### src/rtl/switch_debouncer_if.sv
// -----------------------------------------------------------------------------
// switch_debouncer_if
// Bundles the switch-side signals of switch_debouncer.
//   sw_in   : raw asynchronous switch levels (bit0 -> SW0, bit1 -> SW1)
//   sw_db   : debounced, synchronised switch levels
//   sw_rise : one-cycle pulse when sw_db[i] goes 0->1
//   sw_fall : one-cycle pulse when sw_db[i] goes 1->0
// master : the side that drives the raw switches and consumes clean levels
// slave  : the debouncer itself
// -----------------------------------------------------------------------------
interface switch_debouncer_if #(
  parameter int N_SW = 2
);
  logic [N_SW-1:0] sw_in;
  logic [N_SW-1:0] sw_db;
  logic [N_SW-1:0] sw_rise;
  logic [N_SW-1:0] sw_fall;

  modport master (
    output sw_in,
    input  sw_db,
    input  sw_rise,
    input  sw_fall
  );

  modport slave (
    input  sw_in,
    output sw_db,
    output sw_rise,
    output sw_fall
  );
endinterface

### src/rtl/switch_debouncer.sv
// -----------------------------------------------------------------------------
// switch_debouncer
// Input conditioning for the colour-select FSM: each raw switch is brought into
// the clk domain through a two-flop synchroniser, then debounced by its own
// four-state FSM and counter. A new level is accepted only after the
// synchronised input has disagreed with the current level for
// DEBOUNCE_CYCLES+1 consecutive samples (entry sample plus DEBOUNCE_CYCLES
// counted samples).
//
// Ports
//   clk   : system clock, all logic on posedge
//   reset : synchronous active-low reset
//   bus   : switch_debouncer_if.slave (sw_in in; sw_db, sw_rise, sw_fall out)
//
// Configuration macro
//   SW_EDGE_PULSE_EN : when defined, sw_rise/sw_fall carry one-cycle edge
//                      pulses coincident with the new sw_db level. When
//                      undefined the pulse flops are not built and both
//                      outputs are tied to zero; sw_db is unaffected.
// -----------------------------------------------------------------------------
module switch_debouncer #(
  parameter int N_SW            = 2,
  parameter int DEBOUNCE_CYCLES = 500000
) (
  input  logic               clk,
  input  logic               reset,
  switch_debouncer_if.slave  bus
);

  localparam int CNT_W = (DEBOUNCE_CYCLES > 1) ? $clog2(DEBOUNCE_CYCLES) : 1;
  localparam logic [CNT_W-1:0] CNT_LAST = CNT_W'(DEBOUNCE_CYCLES - 1);

  typedef enum logic [1:0] {
    ST_LOW       = 2'd0,
    ST_WAIT_HIGH = 2'd1,
    ST_HIGH      = 2'd2,
    ST_WAIT_LOW  = 2'd3
  } state_e;

  logic [N_SW-1:0]  sync1_q, sync1_d;
  logic [N_SW-1:0]  sync2_q, sync2_d;
  logic [N_SW-1:0]  db_q, db_d;
  state_e           state_q [N_SW];
  state_e           state_d [N_SW];
  logic [CNT_W-1:0] cnt_q   [N_SW];
  logic [CNT_W-1:0] cnt_d   [N_SW];

  // Next-state logic: synchroniser shift plus one debounce FSM per switch.
  always_comb begin
    sync1_d = bus.sw_in;
    sync2_d = sync1_q;
    db_d    = db_q;
    for (int i = 0; i < N_SW; i++) begin
      state_d[i] = state_q[i];
      cnt_d[i]   = cnt_q[i];
      case (state_q[i])
        ST_LOW: begin
          if (sync2_q[i]) begin
            state_d[i] = ST_WAIT_HIGH;
            cnt_d[i]   = '0;
          end
        end
        ST_WAIT_HIGH: begin
          if (!sync2_q[i]) begin
            state_d[i] = ST_LOW;        // bounce rejected
            cnt_d[i]   = '0;
          end else if (cnt_q[i] == CNT_LAST) begin
            state_d[i] = ST_HIGH;
            cnt_d[i]   = '0;
            db_d[i]    = 1'b1;
          end else begin
            cnt_d[i]   = cnt_q[i] + 1'b1;
          end
        end
        ST_HIGH: begin
          if (!sync2_q[i]) begin
            state_d[i] = ST_WAIT_LOW;
            cnt_d[i]   = '0;
          end
        end
        ST_WAIT_LOW: begin
          if (sync2_q[i]) begin
            state_d[i] = ST_HIGH;       // bounce rejected
            cnt_d[i]   = '0;
          end else if (cnt_q[i] == CNT_LAST) begin
            state_d[i] = ST_LOW;
            cnt_d[i]   = '0;
            db_d[i]    = 1'b0;
          end else begin
            cnt_d[i]   = cnt_q[i] + 1'b1;
          end
        end
        default: begin
          state_d[i] = ST_LOW;
          cnt_d[i]   = '0;
          db_d[i]    = 1'b0;
        end
      endcase
    end
  end

  // State registers with synchronous active-low reset.
  always_ff @(posedge clk) begin
    if (!reset) begin
      sync1_q <= '0;
      sync2_q <= '0;
      db_q    <= '0;
      for (int i = 0; i < N_SW; i++) begin
        state_q[i] <= ST_LOW;
        cnt_q[i]   <= '0;
      end
    end else begin
      sync1_q <= sync1_d;
      sync2_q <= sync2_d;
      db_q    <= db_d;
      for (int i = 0; i < N_SW; i++) begin
        state_q[i] <= state_d[i];
        cnt_q[i]   <= cnt_d[i];
      end
    end
  end

  assign bus.sw_db = db_q;

`ifdef SW_EDGE_PULSE_EN
  logic [N_SW-1:0] rise_q, rise_d;
  logic [N_SW-1:0] fall_q, fall_d;

  // Pulses are derived from the level change being committed this edge, so
  // they land in the same cycle as the new sw_db and last exactly one cycle.
  always_comb begin
    rise_d = db_d & ~db_q;
    fall_d = ~db_d & db_q;
  end

  // Pulse registers; reset clears them so a reset never emits a pulse.
  always_ff @(posedge clk) begin
    if (!reset) begin
      rise_q <= '0;
      fall_q <= '0;
    end else begin
      rise_q <= rise_d;
      fall_q <= fall_d;
    end
  end

  assign bus.sw_rise = rise_q;
  assign bus.sw_fall = fall_q;
`else
  assign bus.sw_rise = '0;
  assign bus.sw_fall = '0;
`endif

endmodule

### src/flat_wrapper.sv
// flat-port wrapper written by rule: the top's interface ports become plain ports
module switch_debouncer_flat 
#(
  parameter int N_SW            = 2,
  parameter int DEBOUNCE_CYCLES = 500000
)
  (clk, reset, bus_sw_in, bus_sw_db, bus_sw_rise, bus_sw_fall);
  switch_debouncer_if #(.N_SW(N_SW)) bus_i ();
  input  logic clk;
  input  logic reset;
  input wire logic [$bits(bus_i.sw_in)-1:0] bus_sw_in;
  output wire logic [$bits(bus_i.sw_db)-1:0] bus_sw_db;
  output wire logic [$bits(bus_i.sw_rise)-1:0] bus_sw_rise;
  output wire logic [$bits(bus_i.sw_fall)-1:0] bus_sw_fall;
  assign bus_i.sw_in = bus_sw_in;
  assign bus_sw_db = bus_i.sw_db;
  assign bus_sw_rise = bus_i.sw_rise;
  assign bus_sw_fall = bus_i.sw_fall;
  switch_debouncer #(.N_SW(N_SW), .DEBOUNCE_CYCLES(DEBOUNCE_CYCLES)) u_core (.clk(clk), .reset(reset), .bus(bus_i));
endmodule
### config.mk
export PLATFORM = sky130hd
export DESIGN_NAME = switch_debouncer_flat
export DESIGN_NICKNAME = d
export VERILOG_FILES = /design/src/rtl/switch_debouncer_if.sv /design/src/rtl/switch_debouncer.sv /design/src/flat_wrapper.sv
export SDC_FILE = /design/constraint.sdc
export NUM_CORES = 1
export LEC_CHECK = 0
export CAP_MARGIN = 20
export CORE_AREA = 2 2 105 56
export DETAILED_ROUTE_END_ITERATION = 8
export DIE_AREA = 0 0 107 58
export GPL_TIMING_DRIVEN = 0
export PLACE_DENSITY = 0.72
export SYNTH_ARGS = -nofsm -noshare
export SYNTH_HDL_FRONTEND = slang
export SYNTH_SLANG_ARGS = --single-unit
### constraint.sdc
create_clock -name clk -period 3.4 [get_ports clk]
set_input_delay 0.51 -clock clk [delete_from_list [all_inputs] [get_ports clk]]
set_output_delay 0.51 -clock clk [all_outputs]
set_load 0.03 [all_outputs]
==> flow_metrics.tcl, run 1 <==
set metrics [dict create \
    drtAntennaViolNets 0 \
    cts_sinks 48 \
    power_frac_comb 0.150 \
    insertion_delay_ns 0.31 \
    synth_flop_cell "dfxtp_1" \
    pwr_density_cell_nw_per_um2 352 \
    fp.dieArea_sq_um 6210 \
    internal_power_uw 752 \
    cts-root-buf "clkbuf_8" \
    critPathRequiredTime_ns 3.65 \
    num_vias 2893 \
    cp-end-kind "flop" \
    slowest_stage "buf_1" \
    pwr-share-clk 0.316 \
    tightest_slew_ns 0.974 \
    synth-seq-cells 48 \
    synth_top_area_frac 0.340 \
    netlist-cell-type-count 54 \
    clk_pin_slew_worst_paths_ns 0.09 \
    rows 19 \
    place_ws_ns 0.565 \
    p_sw_frac 0.302 \
    start_util 0.534 \
    rsz0062_at_grt "false" \
    period_share 0.755 \
    power_frac_seq 0.534 \
    synthTopCellsByArea "dfxtp_1 (34%), nand3_1 (7.4%), nand4_1 (6.0%)" \
    core_area_sq_um 5300 \
    grt_max_degree 14 \
    power.leakage_uw 0.000990 \
    max-cap-violations 0 \
    fin_ws_ns 0.833 \
    finalHoldViolCount 0 \
    worst-path-buf-inv 4 \
    rrSetupSlack_ns 1.00 \
    firstDrtPassIters 6 \
    hold_buffers 0 \
    fmax_ghz 0.390 \
    stdcell_count 439 \
    p_switching_uw 326 \
    crit_type "in2reg" \
    crit_path_frequent_cell "clkbuf_1" \
    ios 10 \
    cp_top_family "buffers and inverters" \
    drive_above_1_share 0.0601 \
    cp.arrival_ns 2.81 \
    die_w_microns 107 \
    whs_ns 0.451 \
    slew_violations 0 \
    postCtsSetupBuffers 0 \
    syn-cell-area_sq_um 2830 \
    start_kind "primary input" \
    synth_cells 351 \
    cts_tree "built" \
    syn_area_per_cell_sq_um 8.06 \
    area_growth_pct 8.13 \
    setup_tns_ns 0 \
    grt_pass1_vias 2396 \
    die-height_microns 58 \
    synth_area_leader_cell "dfxtp_1" \
    gp_congestion 0.993 \
    wl_met2_mm 2.97 \
    crit_chain "clkdlybuf4s50_1 -> clkbuf_1 -> buf_1 -> clkbuf_1 -> o2111ai_1 -> nand3_1" \
    wl_met1_mm 4.08 \
    drt_first_iter_violations 332 \
    outcome "complete, no violations" \
    synthArstFlopShare 0 \
    ctsResizeCount 0 \
    num-nets-final 378 \
    n_antenna_cell 0 \
    ir_worst_vdd_mv 0.253 \
    dpl.hpwl_mm 5.88 \
    drc 0 \
    antenna_found_initial 0 \
    synth_edf_count 0 \
    slew_headroom 0.351 \
    clock_path_buffers 2 \
    wirelength_mm 8.03 \
    top_layer "met4" \
    crit_fanout 10 \
    finalSetupViolations 0 \
    wl_met3_microns 927 \
    fin_crit_ns 2.57 \
    grt_first_pass_wirelength_mm 12.8 \
    grt_usage 0.271 \
    drt-vias-per-instance 6.59 \
    dp_cells 432 \
    grt_overflow 0 \
    seq_area_frac_synth 0.340 \
    synthMostInstantiatedCell "dfxtp_1" \
    finClkSkew_ns 0.00652 \
    post-route-util 0.577 \
    synth_common_cells "dfxtp_1 (48), nand3_1 (42), nand2_1 (32)" \
    wl_per_cell_microns 18.3 \
    hold_class "reg2reg" \
    cts_max_level 2 \
    io_buffers 5 \
    cts_buffers 5 \
    cpPeakStageDelay_ns 0.54 \
    synth_warnings 0 \
]
-- worst reg2reg max path, stage by stage, from the launching register on --
cell and delay (ns):
dfxtp_1 0.39, nor4bb_1 0.38, nand4_1 0.30, o21ai_1 0.53, buf_2 0.33, nor4b_1 0.09
a311o_1 0.28
-- cells in the final DEF, fill, tap and decap left out, types with 3 or more instances in the layout --
cell type	instances
conb_1	4
dfxtp_1	48
or3_1	3
nand4_1	27
and2_1	8
o21ai_1	3
clkdlybuf4s50_1	5
nand2_1	32
a21oi_1	9
nor2_1	18
and4_1	4
buf_4	5
a22oi_1	4
and3_1	7
o221ai_1	7
o21ai_0	7
or4_1	16
clkbuf_1	18
o211ai_1	4
nor3_1	9
ha_1	8
nor4_1	6
nand3b_1	6
inv_1	8
a211oi_1	4
nor4b_1	6
clkbuf_8	5
nand3_1	42
a31oi_1	4
-- cell families after synthesis --
logic type / after synthesis / synth area share
buffers and inverters: 36 / 0.0606
multiplexers: 5 / 0.0199
adder cells (fa/ha/maj): 8 / 0.0354
flip-flops: 48 / 0.340
other: 1 / 0.00132
AND/OR/NAND/NOR: 191 / 0.381
AO/OA/AOI/OAI: 62 / 0.163
-- state kept, by name, indices dropped and copies added (netlist names), named ones only --
name and cells:
u_core.bus.sw_db 2, u_core.cnt_q 38, u_core.state_q 2, u_core.sync1_q 2, u_core.sync2_q 2
-- layer usage --
metal,vias up,global-route usage
li1,1382,-
met1,1352,0.450
met2,151,0.332
met3,8,0.0754
met4,0,0.0557
met5,-,0
-- stage by stage --
step           power (uW)  instance area (sq um)
6_report             1080                   3060
5_1_grt              1120                   3060
4_1_cts              1070                   3060
3_5_place_dp          743                   2980
3_3_place_gp          741                   2980
2_1_floorplan         693                   2840
-- worst paths after layout --
| check | to | depth (start not counted) | start |
|---|---|---|---|
| max | u_core.cnt_q[0][37] | 6 | reset |
| min | u_core.sync2_q[0] | 1 | u_core.sync1_q[0] |
| max reg2reg | u_core.cnt_q[0][27] | 6 | u_core.cnt_q[0][24] |
| min reg2reg | u_core.sync2_q[0] | 1 | u_core.sync1_q[0] |
-- layout make-up --
cell class / count / area (sq um)
plain buffers: 28 / 141
well taps: 73 / 91.3
fillers: 463 / 2240
flip-flops and latches: 48 / 961
inverters: 8 / 30.0
clock inverters: 1 / 5.00
multi-input cells: 270 / 1710
clock buffers: 6 / 72.6
repair buffers: 5 / 50.0
-- power by group through the flow --
stage / clock network [uW] / registers [uW] / logic [uW]
2_1_floorplan: 0 / 587 / 106
5_1_grt: 373 / 577 / 171
3_5_place_dp: 0 / 588 / 154
3_3_place_gp: 0 / 588 / 154
6_report: 341 / 575 / 161
4_1_cts: 342 / 575 / 155
No activity file was read; power rests on OpenSTA's default activity.
==> inputs of run 2 (changes only) <==
--- a/config.mk
+++ b/config.mk
@@ -10,7 +10,7 @@
 export DETAILED_ROUTE_END_ITERATION = 8
 export DIE_AREA = 0 0 107 58
 export GPL_TIMING_DRIVEN = 0
-export PLACE_DENSITY = 0.72
+export PLACE_DENSITY = 0.74
 export SYNTH_ARGS = -nofsm -noshare
 export SYNTH_HDL_FRONTEND = slang
 export SYNTH_SLANG_ARGS = --single-unit
==> constraint.sdc (replaced) <==
create_clock -name clk -period 2.1 [get_ports clk]
set_input_delay 0.315 -clock clk [delete_from_list [all_inputs] [get_ports clk]]
set_output_delay 0.315 -clock clk [all_outputs]
set_load 0.03 [all_outputs]
==> flow_metrics.tcl, run 2 (synthesized netlist as in run 1, its figures left out) <==
set metrics [dict create \
    n_antenna_cell 0 \
    grt_max_degree 15 \
    layout_commonest_cell "dfxtp_1" \
    cp.arrival_ns 2.27 \
    hold_class "reg2reg" \
    core_area_sq_um 5300 \
    reg2reg_depth 6 \
    start_util 0.534 \
    crit_fanout 7 \
    cts_sinks 48 \
    post-route-util 0.616 \
    tightest_slew_ns 0.981 \
    critPathRequiredTime_ns 2.30 \
    rows 19 \
    cts_max_level 2 \
    cts-root-buf "clkbuf_8" \
    drtAntennaViolNets 0 \
    pwr-share-clk 0.363 \
    crit_path_start "u_core.cnt_q[0][32]" \
    fin_crit_ns 2.07 \
    worst-path-buf-inv 1 \
    slowest_stage "dfxtp_1" \
    insertion_delay_ns 0.31 \
    grt_pass1_vias 2575 \
    min-delay-start "u_core.sync1_q[1]" \
    rsz0062_at_grt "true" \
    internal_power_uw 1360 \
    drc 0 \
    max-cap-violations 0 \
    cpPeakStageDelay_ns 0.45 \
    ir_worst_vdd_mv 0.297 \
    power_frac_comb 0.149 \
    drive_above_1_share 0.143 \
    cts_buffers 5 \
    layout_common_cells "dfxtp_1 (45), nand3_1 (41), nand2_1 (32), nand4_1 (27), nor2_1 (18)" \
    io_buffers 5 \
    grt_usage 0.275 \
    cts_tree "built" \
    hold_buffers 0 \
    gp_congestion 0.934 \
    antenna_found_initial 0 \
    reg2reg_from "u_core.cnt_q[0][32]" \
    num_vias 3033 \
    area_growth_pct 15.3 \
    power.leakage_uw 0.00107 \
    num-nets-final 382 \
    outcome "complete, no violations" \
    rrSetupSlack_ns 0.03 \
    largest_reg_flops 38 \
    fmax_ghz 0.484 \
    cp-end-kind "flop" \
    slew_violations 0 \
    drt_first_iter_violations 384 \
    whs_ns 0.439 \
    fp.dieArea_sq_um 6210 \
    nFillCells 469 \
    p_sw_frac 0.291 \
    ios 10 \
    setup_tns_ns 0 \
    finalHoldViolCount 0 \
    grt_first_pass_wirelength_mm 13.2 \
    hold_path_depth 1 \
    period_share 0.984 \
    pwr_density_cell_nw_per_um2 589 \
    clk_pin_slew_worst_paths_ns 0.09 \
    wirelength_mm 8.58 \
    fin_ws_ns 0.0346 \
    power_frac_seq 0.488 \
    firstDrtPassIters 5 \
    regMostFlops "u_core.cnt_q" \
    crit_type "reg2reg" \
    clock_path_buffers 2 \
    finalSetupViolations 0 \
    die_w_microns 107 \
    slew_headroom 0.346 \
    place_ws_ns -0.488 \
    finClkSkew_ns 0.00901 \
    crit_chain "nor4b_1 -> nand4_1 -> buf_4 -> o21ai_2 -> nor3_1 -> a311o_1" \
    cp_top_family "compound AO/OA/AOI/OAI gates" \
    p_switching_uw 560 \
    r2r-end "u_core.cnt_q[0][27]" \
    die-height_microns 58 \
    grt_overflow 0 \
    start_kind "flop" \
    dpl.hpwl_mm 5.84 \
    total_power_uw 1920 \
    drt-vias-per-instance 6.83 \
    holdPathEnd "u_core.sync2_q[1]" \
    wl_per_cell_microns 19.3 \
]
run 2: cell types whose count changed in the layout (fill, tap and decap cells not counted), sizes merged:
cell    before  now
buf         11   13
bufinv       0    1
clkbuf      23   25
run 2: repair_timing:
item,in CTS,in global routing
pin swaps,0,3
gates resized for setup,7,32
setup buffers,0,4
setup endpoints to repair,18,40
run 2: area by class of cell:
type | instances | area, sq um | share of cell area
Buffer | 28 | 154 | 0.0471
Sequential cell | 48 | 967 | 0.296
Inverter | 8 | 30.0 | 0.00920
Multi-Input combinational cell | 270 | 1830 | 0.562
Clock buffer | 6 | 72.6 | 0.0222
Clock inverter | 2 | 35.0 | 0.0107
Tap cell | 73 | 91.3 | 0.0280
Timing Repair Buffer | 9 | 80.1 | 0.0245
run 2: through the flow:
| step | cells | area (sq um) |
|---|---|---|
| after floorplan | 354 | 2840 |
| after global placement | 432 | 2980 |
| after detailed placement | 432 | 2980 |
| after CTS | 440 | 3120 |
| after global routing | 444 | 3260 |
| final | 444 | 3260 |
run 2: per-layer routing:
| metal | global-route usage | wire length, microns |
|---|---|---|
| met5 | 0 | 0 |
| met3 | 0.103 | 1110 |
| met4 | 0.0686 | 149 |
| met1 | 0.425 | 4030 |
| met2 | 0.350 | 3290 |
run 2: worst max path at each step:
stage | endpoint | slack, ns | cells after the start
final | u_core.cnt_q[0][27] | 0.03 | 6
after global routing | u_core.cnt_q[0][27] | -0.09 | 6
after CTS | u_core.cnt_q[0][14] | -0.006 | 6
after global placement | u_core.cnt_q[0][37] | -0.46 | 6
after detailed placement | u_core.cnt_q[0][37] | -0.49 | 6
after floorplan | u_core.cnt_q[0][17] | 0.21 | 7
run 2: power groups by stage:
stage	Clock, uW	Combinational [uW]	Sequential, uW
2_1_floorplan	0	172	950
3_3_place_gp	0	248	952
3_5_place_dp	0	250	953
4_1_cts	688	254	931
5_1_grt	738	305	940
6_report	698	285	938
